File: src/rtl/vga_pkg.sv
// vga_pkg -- shared definitions for the framebuffer scan-out block.
//   Colour constants : BLACK, BLUE, PURPLE, L_BLUE, WHITE (3-bit RGB)
//   Mode encodings   : vga_mode_e (palette, mono, colour bars, black)
//   default_pal()    : reset contents of the colour palette
package vga_pkg;

  localparam logic [2:0] BLACK  = 3'b000;
  localparam logic [2:0] BLUE   = 3'b001;
  localparam logic [2:0] PURPLE = 3'b101;
  localparam logic [2:0] L_BLUE = 3'b011;
  localparam logic [2:0] WHITE  = 3'b111;

  typedef enum logic [1:0] {
    MODE_PAL   = 2'b00,
    MODE_MONO  = 2'b01,
    MODE_BARS  = 2'b10,
    MODE_BLACK = 2'b11
  } vga_mode_e;

  // A 1-bit palette is a plain black/white pair; wider palettes start with
  // four useful colours and leave the remaining entries black.
  function automatic logic [2:0] default_pal(input int bpp, input int idx);
    logic [2:0] colour;
    colour = BLACK;
    if (bpp == 1) begin
      colour = (idx == 0) ? BLACK : WHITE;
    end else begin
      case (idx)
        0:       colour = BLUE;
        1:       colour = PURPLE;
        2:       colour = L_BLUE;
        3:       colour = WHITE;
        default: colour = BLACK;
      endcase
    end
    return colour;
  endfunction

endpackage

File: src/rtl/vga_palette.sv
// vga_palette -- 2^BPP x 3-bit colour look-up table.
//   clk_25  : pixel clock
//   rst_n   : synchronous active-low reset, loads default_pal() contents
//   pal_we  : write strobe; pal_idx/pal_rgb are written at the clock edge
//   rd_idx  : combinational read index
//   rd_rgb  : colour stored at rd_idx (old value during a same-cycle write)
module vga_palette
  import vga_pkg::*;
#(
  parameter int BPP = 2
) (
  input  logic           clk_25,
  input  logic           rst_n,
  input  logic           pal_we,
  input  logic [BPP-1:0] pal_idx,
  input  logic [2:0]     pal_rgb,
  input  logic [BPP-1:0] rd_idx,
  output logic [2:0]     rd_rgb
);

  localparam int N_ENTRY = 1 << BPP;

  logic [2:0] pal_rd [N_ENTRY];

  generate
    for (genvar gi = 0; gi < N_ENTRY; gi++) begin : g_entry
      logic [2:0] entry_reg;

      always_ff @(posedge clk_25) begin
        if (!rst_n) begin
          entry_reg <= default_pal(BPP, gi);
        end else if (pal_we && (pal_idx == BPP'(gi))) begin
          entry_reg <= pal_rgb;
        end
      end

      assign pal_rd[gi] = entry_reg;
    end
  endgenerate

  assign rd_rgb = pal_rd[rd_idx];

endmodule

File: src/rtl/vga_fb_scanout.sv
// vga_fb_scanout -- reads a low-resolution framebuffer and scales it up to
// the raster of an external VGA timing generator.
//   clk_25     : pixel clock, all logic on the rising edge
//   rst_n      : synchronous active-low reset
//   h_count    : raw horizontal timing counter (frame start at h=v=0)
//   v_count    : raw vertical timing counter
//   bright     : visible-region qualifier
//   data       : framebuffer read data, RD_LAT cycles after pixel_addr
//   mode       : display mode, latched at frame start
//   pal_we     : palette write strobe
//   pal_idx    : palette write index
//   pal_rgb    : palette write colour
//   pixel_addr : registered framebuffer read address
//   rd_en      : high when pixel_addr is a valid fetch
//   rgb        : registered pixel colour
module vga_fb_scanout
  import vga_pkg::*;
#(
  parameter int FB_W   = 160,
  parameter int FB_H   = 120,
  parameter int SCALE  = 4,
  parameter int BPP    = 2,
  parameter int RD_LAT = 1,
  parameter int ADDR_W = 15
) (
  input  logic              clk_25,
  input  logic              rst_n,
  input  logic [9:0]        h_count,
  input  logic [9:0]        v_count,
  input  logic              bright,
  input  logic [BPP-1:0]    data,
  input  logic [1:0]        mode,
  input  logic              pal_we,
  input  logic [BPP-1:0]    pal_idx,
  input  logic [2:0]        pal_rgb,
  output logic [ADDR_W-1:0] pixel_addr,
  output logic              rd_en,
  output logic [2:0]        rgb
);

  localparam int X_W = $clog2(FB_W);
  localparam int Y_W = $clog2(FB_H + 1);

  // Raster position in framebuffer coordinates
  logic [X_W-1:0]    fb_x_reg;
  logic [1:0]        x_sub_reg;
  logic [Y_W-1:0]    fb_y_reg;
  logic [1:0]        y_sub_reg;
  logic [ADDR_W-1:0] line_base_reg;
  logic              bright_reg;
  vga_mode_e         mode_reg;
  logic              synced_reg;

  // Fetch stage: qualifiers captured alongside pixel_addr
  logic              f_bright_reg;
  logic              f_oor_reg;
  logic [X_W-1:0]    f_x_reg;

  // Delay line that lines the fetch qualifiers up with data
  logic              dly_bright_reg [1:RD_LAT];
  logic              dly_oor_reg    [1:RD_LAT];
  logic [X_W-1:0]    dly_x_reg      [1:RD_LAT];

  logic              frame_start;
  logic              bright_fall;
  logic              out_of_range;
  logic              fetch;
  logic [2:0]        pal_colour;
  logic [2:0]        colour_next;

  assign frame_start  = (h_count == 10'd0) && (v_count == 10'd0);
  assign bright_fall  = bright_reg & ~bright;
  assign out_of_range = (fb_y_reg >= Y_W'(FB_H));
  // Until the first frame start the raster position is meaningless, so no
  // fetches are issued.
  assign fetch        = bright & ~out_of_range & synced_reg;

  always_ff @(posedge clk_25) begin
    if (!rst_n) begin
      fb_x_reg      <= '0;
      x_sub_reg     <= '0;
      fb_y_reg      <= '0;
      y_sub_reg     <= '0;
      line_base_reg <= '0;
      bright_reg    <= 1'b0;
      mode_reg      <= MODE_PAL;
      synced_reg    <= 1'b0;
      pixel_addr    <= '0;
      rd_en         <= 1'b0;
      f_bright_reg  <= 1'b0;
      f_oor_reg     <= 1'b0;
      f_x_reg       <= '0;
    end else begin
      bright_reg <= bright;
      if (frame_start) begin
        // Frame start wins over everything else. If it lands on a visible
        // pixel that pixel is fetched from address 0 and the horizontal
        // counters step past it, exactly as if counting had begun at 0.
        fb_y_reg      <= '0;
        y_sub_reg     <= '0;
        line_base_reg <= '0;
        mode_reg      <= vga_mode_e'(mode);
        synced_reg    <= 1'b1;
        pixel_addr    <= '0;
        rd_en         <= bright;
        f_bright_reg  <= bright;
        f_oor_reg     <= 1'b0;
        f_x_reg       <= '0;
        if (bright) begin
          x_sub_reg <= 2'((SCALE == 1) ? 0 : 1);
          fb_x_reg  <= X_W'((SCALE == 1) ? 1 : 0);
        end else begin
          x_sub_reg <= '0;
          fb_x_reg  <= '0;
        end
      end else begin
        rd_en        <= fetch;
        f_bright_reg <= bright & synced_reg;
        f_oor_reg    <= out_of_range;
        f_x_reg      <= fb_x_reg;
        if (fetch) begin
          pixel_addr <= line_base_reg + ADDR_W'(fb_x_reg);
        end
        if (bright_fall) begin
          x_sub_reg <= '0;
          fb_x_reg  <= '0;
          if (y_sub_reg == 2'(SCALE - 1)) begin
            y_sub_reg <= '0;
            // Once past the last line the position freezes so neither
            // fb_y nor line_base can run off the end of the buffer.
            if (!out_of_range) begin
              fb_y_reg      <= fb_y_reg + Y_W'(1);
              line_base_reg <= line_base_reg + ADDR_W'(FB_W);
            end
          end else begin
            y_sub_reg <= y_sub_reg + 2'(1);
          end
        end else if (bright) begin
          if (x_sub_reg == 2'(SCALE - 1)) begin
            x_sub_reg <= '0;
            // Saturate so an over-long visible region repeats the last pixel
            if (fb_x_reg != X_W'(FB_W - 1)) begin
              fb_x_reg <= fb_x_reg + X_W'(1);
            end
          end else begin
            x_sub_reg <= x_sub_reg + 2'(1);
          end
        end
      end
    end
  end

  always_ff @(posedge clk_25) begin
    if (!rst_n) begin
      for (int i = 1; i <= RD_LAT; i++) begin
        dly_bright_reg[i] <= 1'b0;
        dly_oor_reg[i]    <= 1'b0;
        dly_x_reg[i]      <= '0;
      end
    end else begin
      dly_bright_reg[1] <= f_bright_reg;
      dly_oor_reg[1]    <= f_oor_reg;
      dly_x_reg[1]      <= f_x_reg;
      for (int i = 2; i <= RD_LAT; i++) begin
        dly_bright_reg[i] <= dly_bright_reg[i-1];
        dly_oor_reg[i]    <= dly_oor_reg[i-1];
        dly_x_reg[i]      <= dly_x_reg[i-1];
      end
    end
  end

  vga_palette #(
    .BPP (BPP)
  ) u_palette (
    .clk_25  (clk_25),
    .rst_n   (rst_n),
    .pal_we  (pal_we),
    .pal_idx (pal_idx),
    .pal_rgb (pal_rgb),
    .rd_idx  (data),
    .rd_rgb  (pal_colour)
  );

  always_comb begin
    colour_next = BLACK;
    if (synced_reg && dly_bright_reg[RD_LAT] && !dly_oor_reg[RD_LAT]) begin
      case (mode_reg)
        MODE_PAL:  colour_next = pal_colour;
        MODE_MONO: colour_next = {3{data[0]}};
        // Eight equal-width vertical bars across the framebuffer width
        MODE_BARS: colour_next = 3'(dly_x_reg[RD_LAT] / X_W'(FB_W / 8));
        default:   colour_next = BLACK;
      endcase
    end
  end

  always_ff @(posedge clk_25) begin
    if (!rst_n) begin
      rgb <= BLACK;
    end else begin
      rgb <= colour_next;
    end
  end

endmodule

File: config.mk
export PLATFORM = sky130hd
export DESIGN_NAME = vga_fb_scanout
export DESIGN_NICKNAME = d
export VERILOG_FILES = /design/src/rtl/vga_pkg.sv /design/src/rtl/vga_palette.sv /design/src/rtl/vga_fb_scanout.sv
export SDC_FILE = /design/constraint.sdc
export NUM_CORES = 1
export LEC_CHECK = 0
export CORE_MARGIN = 8
export CORE_UTILIZATION = 40
export CTS_CLUSTER_DIAMETER = 150
export DETAILED_ROUTE_END_ITERATION = 7
export PLACE_DENSITY = 0.6
export SYNTH_ARGS = -nofsm -noshare
export SYNTH_HDL_FRONTEND = slang
export SYNTH_SLANG_ARGS = --single-unit
File: constraint.sdc
create_clock -name clk_25 -period 5.7 [get_ports clk_25]
set_clock_uncertainty 0.15 [all_clocks]
set_input_delay 1.425 -clock clk_25 [delete_from_list [all_inputs] [get_ports clk_25]]
set_output_delay 1.425 -clock clk_25 [all_outputs]
set_load 0.01 [all_outputs]
==> impl_results.md, run 1 <==
* Syn. warnings at 0
* Standby leakage power at 1.571 nW
* 1st-iter DRT viols at 101
* Count of state elements after synthesis at 80
* GR Util All Layers at 13.40%
* Part of the Yosys area used for sequential elements at 45.23%
* Sequential cell area at 0.001602 mm²
* Worst EP arrival at 3.64 ns
* Commonest cells after routing, fill and taps aside: 80 x sky130_fd_sc_hd__dfxtp_1, 51 x sky130_fd_sc_hd__clkdlybuf4s50_1, 44 x sky130_fd_sc_hd__nand2_1
* Pin count of the biggest net entering global routing at 38
* DRC at 0
* DRT Pass-1 Iters at 4
* Wire length reported by the detailed router at 7.504 mm
* Areal power density over the cells at 260.1 mW/mm²
* Post-synthesis cell count at 389
* Routed met3 length at 469 µm
* Max clock buf depth at 2
* Biggest fanout along the worst timing path at 28
* Final total negative setup slack at 0 ns
* TritonCTS buffer count at 9
* M1 wire length at 3.445 mm
* Data required time at the worst endpoint at 5.85 ns
* Hold WC Path Type: flop to flop
* Final weighted congestion of routability-driven global placement at 0.8264
* Root Buffer: sky130_fd_sc_hd__clkbuf_8
* Routed Antenna Nets at 0
* Post-synth EDFFs at 0
* Element type at the critical path end: flop
* Site Rows at 34
* Vias per std cell at 4.985
* F_max at 286.1 MHz
* Final Hold Violating Endpoints at 0
* Leading register cell type out of synthesis: sky130_fd_sc_hd__dfxtp_1
* ANT cells at 0
* Proportion of layout cells with a drive suffix above 1 at 5.708%
* Synthesized netlist net count at 432
* Launching element type of the critical path: input port
* Num ports at 52
* Buffers inserted by post-CTS timing repair at 0
* Clock tree from TritonCTS: yes
* Max transition margin at 39.75%
* Total area of multi-input combinational cells at 0.001828 mm²
* Number of port buffers at 51
* Max-slew violation count at 0
* Vertical die dimension at 110.1 µm
* Total gr overflow at 0
* Global-route wire length before repair at 12.92 mm
* Clk sinks at 80
* Antenna violations before repair at 0
* Standard cell core area at 0.008636 mm²
* Count of unique library cells instantiated by Yosys at 50
* Starting density of the core at 41.00%
* Slew at the pin closest to its max-slew limit at 0.9009 ns
* Setup repair after global routing missed its margin: false
* Estimated wirelength of the detail-placed design at 5.315 mm
* IR Drop Worst-Case VDD at 0.1409 mV
* Hold-fix buffer count after cts at 0
* Setup slack of the worst register-to-register path at 3.61 ns
* Placed cells at 530
* Layout fillers at 814
* Count of placed standard cells in the final layout, fillers left out at 546
* Status: finished, final reports clean
* Post-layout minimum cycle time at 3.495 ns
* Number of flip-flops in the largest register at 15
* Via count of the first global-routing pass at 2710
* CTS-repair resized insts at 0
* Post-detailed-route wirelength per cell at 13.74 µm
* Netlist Area Pre-Place at 0.003541 mm²
* Top routing layer in use: met4
* Clock slew at the register clock pins of the worst setup and hold paths at 0.09 ns
* Number of max-cap violations at 0
* Level count of the clock H-tree at 3
* Detailed-routed wire length on met2 at 3.501 mm
* Final net count at 476
* Path type of the worst setup path: input port to flop
* Share of the clock period used by the worst path after layout at 61.32%
* Area grow syn2layout at 23.29%
* Average cell area after synthesis at 9.103 µm²
* Ys async rst share at 0%
* Total die area at 0.01212 mm²
* Vias after detailed routing at 2722
* Chip Width at 110.1 µm
* Latest clock arrival within the worst-skew pair at 0.34 ns
* Leading cell type in the layout, fill and taps excluded: sky130_fd_sc_hd__dfxtp_1
* Setup-violating endpoint count in the final report at 0
## through the flow
step                      setup WS, ns  cell area [µm²]  utilization, %  hold slack [ns]  power [mW]
after CTS                        2.188             4365           50.55           0.2777       1.153
after floorplan                  2.824             3541               -           0.2557      0.6050
after detailed placement         1.815             4113           47.62           0.2636      0.6355
after global placement           1.856             4113           47.62           0.2658      0.6346
after global routing             1.965             4365           50.55           0.2938       1.184
final                            2.205             4365           50.55           0.2752       1.136
## final timing paths
kind | endpoint | depth (start not counted) | startpoint
max reg2reg | pixel_addr[11]$_SDFFE_PP0P_ | 7 | fb_x_reg[5]$_SDFFE_PP0P_
min | dly_oor_reg[1]$_DFF_P_ | 1 | f_oor_reg$_SDFF_PP0_
max | rgb[0]$_SDFF_PN0_ | 5 | rst_n
min reg2reg | dly_oor_reg[1]$_DFF_P_ | 1 | f_oor_reg$_SDFF_PP0_
## logic make-up after synthesis
kind of cell | share of synthesized area (%)
xor gates and xnor gates | 6.679
adders and majority gates | 3.746
DFF | 45.23
AOI/OAI and AO/OA | 10.74
buffers and inverters | 3.145
and+or+nand+nor | 23.82
muxes | 6.643
## final cells by class
cell class | instances | share of cell area, %
Multi-Input combinational cell | 282 | 41.87
Clock inverter | 6 | 2.637
Tap cell | 108 | 3.095
Sequential cell | 80 | 36.69
Inverter | 8 | 0.6879
Clock buffer | 10 | 3.153
Timing Repair Buffer | 52 | 11.87
## report_power, final
| group | total [mW] | internal [mW] | leakage (nW) | switching [mW] |
|---|---|---|---|---|
| Sequential | 0.566 | 0.563 | 0.646 | 0.00270 |
| Combinational | 0.0558 | 0.0324 | 0.802 | 0.0234 |
| Clock | 0.514 | 0.305 | 0.123 | 0.209 |
## layer usage
metal | up-vias | GRT usage (%)
li1 | 1430 | -
met1 | 1237 | 15.72
met2 | 46 | 22.26
met3 | 9 | 5.523
met4 | 0 | 3.182
met5 | - | 0
## cells in the mapped netlist, types with 2 or more instances
| cell type | instances | area (µm²) |
|---|---|---|
| sky130_fd_sc_hd__o21ai_0 | 15 | 75.07 |
| sky130_fd_sc_hd__xnor2_1 | 15 | 131.4 |
| sky130_fd_sc_hd__clkbuf_1 | 13 | 48.80 |
| sky130_fd_sc_hd__a21o_1 | 2 | 15.01 |
| sky130_fd_sc_hd__mux2_2 | 2 | 22.52 |
| sky130_fd_sc_hd__a21oi_1 | 18 | 90.09 |
| sky130_fd_sc_hd__nand2_1 | 44 | 165.2 |
| sky130_fd_sc_hd__nor3b_1 | 2 | 15.01 |
| sky130_fd_sc_hd__nand4_1 | 9 | 56.30 |
| sky130_fd_sc_hd__nor4_1 | 8 | 50.05 |
| sky130_fd_sc_hd__a211oi_1 | 8 | 60.06 |
| sky130_fd_sc_hd__or3_1 | 4 | 25.02 |
| sky130_fd_sc_hd__nand3b_1 | 4 | 30.03 |
| sky130_fd_sc_hd__nand4b_1 | 2 | 17.52 |
| sky130_fd_sc_hd__dfxtp_1 | 80 | 1602 |
| sky130_fd_sc_hd__buf_2 | 5 | 25.02 |
| sky130_fd_sc_hd__ha_1 | 9 | 112.6 |
| sky130_fd_sc_hd__a311oi_1 | 2 | 17.52 |
| sky130_fd_sc_hd__xor2_1 | 12 | 105.1 |
| sky130_fd_sc_hd__and3_1 | 6 | 37.54 |
| sky130_fd_sc_hd__nand3_1 | 4 | 20.02 |
| sky130_fd_sc_hd__mux2i_1 | 19 | 190.2 |
| sky130_fd_sc_hd__a31oi_1 | 3 | 18.77 |
| sky130_fd_sc_hd__o31ai_1 | 2 | 15.01 |
| sky130_fd_sc_hd__and2_1 | 14 | 87.58 |
| sky130_fd_sc_hd__nor3_1 | 5 | 25.02 |
| sky130_fd_sc_hd__nor2b_1 | 11 | 68.82 |
| sky130_fd_sc_hd__inv_1 | 8 | 30.03 |
| sky130_fd_sc_hd__nor2_1 | 42 | 157.7 |
## critical path, cell delays in order
cell	delay [ns]
sky130_fd_sc_hd__clkdlybuf4s50_1	1.06
sky130_fd_sc_hd__nand4b_1	0.24
sky130_fd_sc_hd__or3b_2	0.53
sky130_fd_sc_hd__a221oi_1	0.22
sky130_fd_sc_hd__a22o_1	0.17
No activity file was read; power rests on OpenSTA's default activity.
==> run 2: changes to the inputs <==
--- a/config.mk
+++ b/config.mk
@@ -9,7 +9,7 @@
 export CORE_UTILIZATION = 40
 export CTS_CLUSTER_DIAMETER = 150
 export DETAILED_ROUTE_END_ITERATION = 7
-export PLACE_DENSITY = 0.6
+export PLACE_DENSITY = 0.62
 export SYNTH_ARGS = -nofsm -noshare
 export SYNTH_HDL_FRONTEND = slang
 export SYNTH_SLANG_ARGS = --single-unit
==> constraint.sdc (replaced) <==
create_clock -name clk_25 -period 3 [get_ports clk_25]
set_clock_uncertainty 0.15 [all_clocks]
set_input_delay 0.75 -clock clk_25 [delete_from_list [all_inputs] [get_ports clk_25]]
set_output_delay 0.75 -clock clk_25 [all_outputs]
set_load 0.01 [all_outputs]
==> run 2 against run 1 <==
Net effect: non-clock buffer count up 7; largest cell class unchanged; largest power group unchanged; sequential cell count is the same; cell area decreased by 0.11%; worst hold slack better by 0.0051 ns.
==> impl_results.md, run 2 (synthesis results as in run 1) <==
* Status: finished, final reports clean (unchanged)
* Final weighted congestion of routability-driven global placement at 0.7911 (was 0.8264)
* Wire length reported by the detailed router at 7.619 mm (was 7.504 mm)
* Num ports at 52 (unchanged)
* Register-to-Register Path Depth at 8 (was 7)
* Clk sinks at 80 (unchanged)
* Leading cell type in the layout, fill and taps excluded: sky130_fd_sc_hd__dfxtp_1 (unchanged)
* Total area of multi-input combinational cells at 0.001828 mm² (unchanged)
* Slew at the pin closest to its max-slew limit at 0.7185 ns (was 0.9009 ns)
* Post-layout minimum cycle time at 2.378 ns
* Areal power density over the cells at 450.4 mW/mm² (was 260.1 mW/mm²)
* Hold Startpoint: f_oor_reg$_SDFF_PP0_ (unchanged)
* Area grow syn2layout at 23.14% (was 23.29%)
* Worst EP arrival at 2.46 ns (was 3.64 ns)
* Cell count of the worst hold path at 1 (unchanged)
* Standard cell core area at 0.008636 mm² (unchanged)
* ANT cells at 0 (unchanged)
* Share of the clock period used by the worst path after layout at 79.26%
* Clock tree from TritonCTS: yes (unchanged)
* Proportion of power drawn by flip-flops and latches at 54.7% (was 49.8%)
* Pin count of the biggest net entering global routing at 28 (was 38)
* Post-Place Setup Slack at 0.2329 ns (was 1.815 ns)
* Starting density of the core at 41.00% (unchanged)
* Hold WC Path Type: flop to flop (unchanged)
* Reg-to-reg endpoint: pixel_addr[13]$_SDFFE_PP0P_ (was pixel_addr[11]$_SDFFE_PP0P_)
* Vias per std cell at 5.056 (was 4.985)
* Launching element type of the critical path: input port (unchanged)
* CTS-repair resized insts at 0 (unchanged)
* Estimated wirelength of the detail-placed design at 5.604 mm (was 5.315 mm)
* IR Drop Worst-Case VDD at 0.2395 mV (was 0.1409 mV)
* Latest clock arrival within the worst-skew pair at 0.35 ns (was 0.34 ns)
* Sequential cell area at 0.001602 mm² (unchanged)
* Post-detailed-route wirelength per cell at 13.78 µm (was 13.74 µm)
* Max-slew violation count at 0 (unchanged)
* Final total negative setup slack at 0 ns (unchanged)
* Global-route wire length before repair at 12.85 mm (was 12.92 mm)
* Number of max-cap violations at 0 (unchanged)
* Total gr overflow at 0 (unchanged)
* Hold worst-path end: dly_oor_reg[1]$_DFF_P_ (unchanged)
* Level count of the clock H-tree at 3 (unchanged)
* Switch Pwr at 0.4430 mW (was 0.2348 mW)
* Commonest cells after routing, fill and taps aside: 80 x sky130_fd_sc_hd__dfxtp_1, 51 x sky130_fd_sc_hd__clkdlybuf4s50_1, 44 x sky130_fd_sc_hd__nand2_1 (unchanged)
* Final Hold Violating Endpoints at 0 (unchanged)
* Hold-fix buffer count after cts at 0 (unchanged)
* 1st-iter DRT viols at 50 (was 101)
* Element type at the critical path end: flop (unchanged)
* Total die area at 0.01212 mm² (unchanged)
* Layout fillers at 821 (was 814)
* Final net count at 483 (was 476)
* Proportion of layout cells with a drive suffix above 1 at 7.191% (was 5.708%)
* Cell-internal power at 1.521 mW (was 0.9008 mW)
* Combinational share of power at 5.7% (was 4.9%)
* Clock network fraction of design power at 39.6% (was 45.3%)
* Clock slew at the register clock pins of the worst setup and hold paths at 0.08 ns (was 0.09 ns)
* Number of port buffers at 51 (unchanged)
* Setup-violating endpoint count in the final report at 0 (unchanged)
* Worst reg2reg path startpoint: line_base_reg[5]$_SDFFE_PP0P_ (was fb_x_reg[5]$_SDFFE_PP0P_)
* Vertical die dimension at 110.1 µm (unchanged)
* Antenna violations before repair at 0 (unchanged)
* TritonCTS buffer count at 9 (unchanged)
* Path type of the worst setup path: input port to flop (unchanged)
* Switching power as a share of total power at 22.56% (was 20.68%)
* DRC at 0 (unchanged)
* Site Rows at 34 (unchanged)
* Vias after detailed routing at 2796 (was 2722)
* Data required time at the worst endpoint at 3.08 ns (was 5.85 ns)
* Routed Antenna Nets at 0 (unchanged)
* F_max at 420.6 MHz
* Setup repair after global routing missed its margin: false (unchanged)
* Root Buffer: sky130_fd_sc_hd__clkbuf_8 (unchanged)
* Via count of the first global-routing pass at 2718 (was 2710)
* Standby leakage power at 1.587 nW (was 1.571 nW)
* GR Util All Layers at 13.40% (about the same)
* DRT Pass-1 Iters at 4 (unchanged)
* Buffers inserted by post-CTS timing repair at 0 (unchanged)
* Number of flip-flops in the largest register at 15 (unchanged)
* Max clock buf depth at 2 (unchanged)
* Biggest fanout along the worst timing path at 8 (was 28)
* Smallest setup slack after layout at 0.6223 ns (was 2.205 ns)
* Setup slack of the worst register-to-register path at 0.85 ns (was 3.61 ns)
* Max transition margin at 51.99% (was 39.75%)
* Chip Width at 110.1 µm (unchanged)
==> run 2: worst max-delay path by stage <==
stage                     cells after the start  slack (ns)                  endpoint       start
after detailed placement                      6        0.23  fb_x_reg[3]$_SDFFE_PP0P_  h_count[2]
final                                         5        0.62  fb_x_reg[3]$_SDFFE_PP0P_  v_count[0]
after global placement                        5        0.27  fb_x_reg[1]$_SDFFE_PP0P_  v_count[0]
after floorplan                               5        0.80  fb_x_reg[0]$_SDFFE_PP0P_  v_count[0]
after CTS                                     6        0.61  fb_x_reg[3]$_SDFFE_PP0P_  h_count[2]
after global routing                          6        0.46  fb_x_reg[7]$_SDFFE_PP0P_  h_count[2]
==> run 2: cell type report <==
cell class	count	area share [%]
multi-input combinational	282	41.92
sequential	80	36.73
tap	108	3.099
timing repair buffer	59	13.08
clock buffer	9	2.841
clock inverter	7	1.636
inverter	8	0.6887
==> run 2: layer usage <==
| layer | wire length [µm] | share of wire, % | GRT usage, % |
|---|---|---|---|
| met5 | 0 | 0 | 0 |
| met4 | 104 | 1.4 | 5.786 |
| met3 | 606 | 8.0 | 4.767 |
| met2 | 3297 | 43 | 20.59 |
| met1 | 3610 | 47 | 16.60 |
==> run 2: per-stage QoR <==
step	util (%)	total power [mW]	instance area (µm²)	std cells	hold WS, ns
final	50.49	1.964	4360	553	0.2803
after global routing	50.49	2.049	4360	553	0.3082
after CTS	50.49	1.985	4360	553	0.2789
after detailed placement	48.23	1.213	4165	537	0.2607
after global placement	48.23	1.212	4165	537	0.2619
after floorplan	-	1.150	3541	389	0.2557
==> run 2: power by group through the flow <==
stage / clock network, mW / registers (mW) / logic [mW]
finish: 0.777 / 1.08 / 0.112
global route: 0.850 / 1.08 / 0.123
CTS: 0.797 / 1.08 / 0.113
detailed placement: 0 / 1.10 / 0.113
global placement: 0 / 1.10 / 0.112
floorplan: 0 / 1.10 / 0.0506
==> run 2: critical path, cell delays in order <==
cell                              delay, ns
sky130_fd_sc_hd__clkdlybuf4s50_1       0.40
sky130_fd_sc_hd__or4_4                 0.57
sky130_fd_sc_hd__o31ai_4               0.28
sky130_fd_sc_hd__or2_1                 0.36
sky130_fd_sc_hd__nor2_1                0.09
==> run 3: changes to the inputs <==
--- a/config.mk
+++ b/config.mk
@@ -9,7 +9,7 @@
 export CORE_UTILIZATION = 40
 export CTS_CLUSTER_DIAMETER = 150
 export DETAILED_ROUTE_END_ITERATION = 7
-export PLACE_DENSITY = 0.62
+export PLACE_DENSITY = 0.6
 export SYNTH_ARGS = -nofsm -noshare
 export SYNTH_HDL_FRONTEND = slang
 export SYNTH_SLANG_ARGS = --single-unit
==> constraint.sdc (replaced) <==
create_clock -name clk_25 -period 2.5 [get_ports clk_25]
set_clock_uncertainty 0.15 [all_clocks]
set_input_delay 0.625 -clock clk_25 [delete_from_list [all_inputs] [get_ports clk_25]]
set_output_delay 0.625 -clock clk_25 [all_outputs]
set_load 0.01 [all_outputs]
==> run 3 against run 2 <==
Net effect: die area did not move; critical path depth rose by 1; register-to-register slack got worse by 0.42 ns; cell count rose by 1.4%; worst hold slack improved by 0.0013 ns; clock-buffer cell count rose by 2; non-clock buffer count rose by 8; setup slack got worse by 0.28 ns; largest cell class unchanged.
==> impl_results.md, run 3 (synthesis results as in run 1) <==
* Status: finished, final reports clean (unchanged)
* Share of the clock period used by the worst path after layout at 86.29%
* Sequential cell area at 0.001602 mm² (unchanged)
* Post-layout minimum cycle time at 2.157 ns
* Data required time at the worst endpoint at 2.57 ns (was 3.08 ns)
* IR Drop Worst-Case VDD at 0.4676 mV (was 0.2395 mV)
* Max transition margin at 70.39% (was 51.99%)
* TritonCTS buffer count at 9 (unchanged)
* DRT Pass-1 Iters at 4 (unchanged)
* Max-slew violation count at 0 (unchanged)
* Post-Place Setup Slack at -0.06061 ns (was 0.2329 ns)
* Final weighted congestion of routability-driven global placement at 0.7645 (was 0.7911)
* Pin count of the biggest net entering global routing at 28 (unchanged)
* Clk sinks at 80 (unchanged)
* Final core area utilization at 51.55% (was 50.49%)
* Clock slew at the register clock pins of the worst setup and hold paths at 0.08 ns (about the same)
* Placement-stage cell area at 0.004263 mm² (was 0.004165 mm²)
* Slew at the pin closest to its max-slew limit at 0.4435 ns (was 0.7185 ns)
* Via count of the first global-routing pass at 2790 (was 2718)
* Starting density of the core at 41.00% (unchanged)
* Layout fillers at 823 (was 821)
* CTS-repair resized insts at 0 (unchanged)
* Total area of multi-input combinational cells at 0.001828 mm² (unchanged)
* Site Rows at 34 (unchanged)
* Launching element type of the critical path: input port (unchanged)
* Area grow syn2layout at 25.72% (was 23.14%)
* GR Util All Layers at 13.18% (was 13.40%)
* Proportion of layout cells with a drive suffix above 1 at 8.389% (was 7.191%)
* Total die area at 0.01212 mm² (unchanged)
* Final total negative setup slack at 0 ns (unchanged)
* Vias per std cell at 5.020 (was 5.056)
* Antenna violations before repair at 0 (unchanged)
* Buffers inserted by post-CTS timing repair at 0 (unchanged)
* Clock tree from TritonCTS: yes (unchanged)
* Smallest setup slack after layout at 0.3428 ns (was 0.6223 ns)
* Setup repair after global routing missed its margin: false (unchanged)
* Areal power density over the cells at 527.4 mW/mm² (was 450.4 mW/mm²)
* Hold-fix buffer count after cts at 0 (unchanged)
* Hold WC Path Type: flop to flop (unchanged)
* Element type at the critical path end: flop (unchanged)
* Total gr overflow at 0 (unchanged)
* Standby leakage power at 1.620 nW (was 1.587 nW)
* Level count of the clock H-tree at 3 (unchanged)
* Vias after detailed routing at 2816 (was 2796)
* Max clock buf depth at 2 (unchanged)
* Number of max-cap violations at 0 (unchanged)
* Final Hold Violating Endpoints at 0 (unchanged)
* Path type of the worst setup path: input port to flop (unchanged)
* Chip Width at 110.1 µm (unchanged)
* Vertical die dimension at 110.1 µm (unchanged)
* Number of flip-flops in the largest register at 15 (unchanged)
* Estimated wirelength of the detail-placed design at 5.543 mm (was 5.604 mm)
* Final total power at 2.348 mW (was 1.964 mW)
* ANT cells at 0 (unchanged)
* Latest clock arrival within the worst-skew pair at 0.34 ns (was 0.35 ns)
* Number of port buffers at 51 (unchanged)
* Hold Slack at 0.2815 ns (was 0.2803 ns)
* Placed cells at 545 (was 537)
* Root Buffer: sky130_fd_sc_hd__clkbuf_8 (unchanged)
* Worst EP arrival at 2.23 ns (was 2.46 ns)
* Leading cell type in the layout, fill and taps excluded: sky130_fd_sc_hd__dfxtp_1 (unchanged)
* Final non-filler cell area at 0.004452 mm² (was 0.004360 mm²)
* Final net count at 491 (was 483)
* Routed Antenna Nets at 0 (unchanged)
* Global-route wire length before repair at 12.75 mm (was 12.85 mm)
* Biggest fanout along the worst timing path at 8 (unchanged)
* Stage delay of the slowest cell on the critical path at 0.40 ns (was 0.57 ns)
* DRC at 0 (unchanged)
* Num ports at 52 (unchanged)
* 1st-iter DRT viols at 71 (was 50)
* Commonest cells after routing, fill and taps aside: 80 x sky130_fd_sc_hd__dfxtp_1, 51 x sky130_fd_sc_hd__clkdlybuf4s50_1, 44 x sky130_fd_sc_hd__nand2_1 (unchanged)
* Standard cell core area at 0.008636 mm² (unchanged)
* Count of placed standard cells in the final layout, fillers left out at 561 (was 553)
* Wire length reported by the detailed router at 7.539 mm (was 7.619 mm)
* F_max at 463.6 MHz
* Post-detailed-route wirelength per cell at 13.44 µm (was 13.78 µm)
* Series of cell instances along the critical path: clkdlybuf4s50_1 > nor4_1 > nand2_1 > o31ai_4 > or2_1 > nor2_1 (was clkdlybuf4s50_1 > or4_4 > o31ai_4 > or2_1 > nor2_1)
* Standard cell with the maximum stage delay on the critical path: sky130_fd_sc_hd__clkdlybuf4s50_1 (was sky130_fd_sc_hd__or4_4)
* Setup-violating endpoint count in the final report at 0 (unchanged)
[run 3: cell count changes in the layout (fill, tap and decap cells not counted), sizes merged]
cell,before,now
clkbuf,9,11
clkinvlp,0,3
clkinv,5,1
buf,8,16
inv,9,8
[run 3: layer usage]
| metal | global-route usage [%] | vias to the layer above | share of wire, % |
|---|---|---|---|
| met3 | 3.547 | 18 | 5.5 |
| met1 | 15.51 | 1276 | 45 |
| met2 | 22.05 | 58 | 46 |
| met5 | 0 | - | 0 |
| li1 | - | 1464 | - |
| met4 | 5.786 | 0 | 2.6 |
[run 3: worst max-delay path: cells and delay by family]
| kind | cells | cell delay, ns |
|---|---|---|
| AND/OR/NAND/NOR | 4 | 0.91 |
| AO/OA/AOI/OAI | 1 | 0.30 |
| buffers and inverters | 1 | 0.40 |
[run 3: cell type report]
type	instances	share of cell area, %
clock buffers	11	2.951
clock inverters	5	1.293
inverters	8	0.6745
multi-input cells	282	41.06
flip-flops and latches	80	35.98
well taps	108	3.035
repair buffers	67	15.01
[run 3: path summary, 6_finish.rpt]
path	endpoint	cells past startpoint	startpoint	slack (ns)
worst max register to register	pixel_addr[13]$_SDFFE_PP0P_	8	fb_x_reg[5]$_SDFFE_PP0P_	0.43
worst max-delay path	fb_x_reg[3]$_SDFFE_PP0P_	6	h_count[6]	0.34
worst min-delay path	dly_oor_reg[1]$_DFF_P_	1	f_oor_reg$_SDFF_PP0_	0.28
worst min register to register	dly_oor_reg[1]$_DFF_P_	1	f_oor_reg$_SDFF_PP0_	0.28
[run 3: report_power, final]
part	switching [mW]	internal (mW)
clock	0.455	0.461
combinational	0.0551	0.0864
sequential	0.00602	1.28
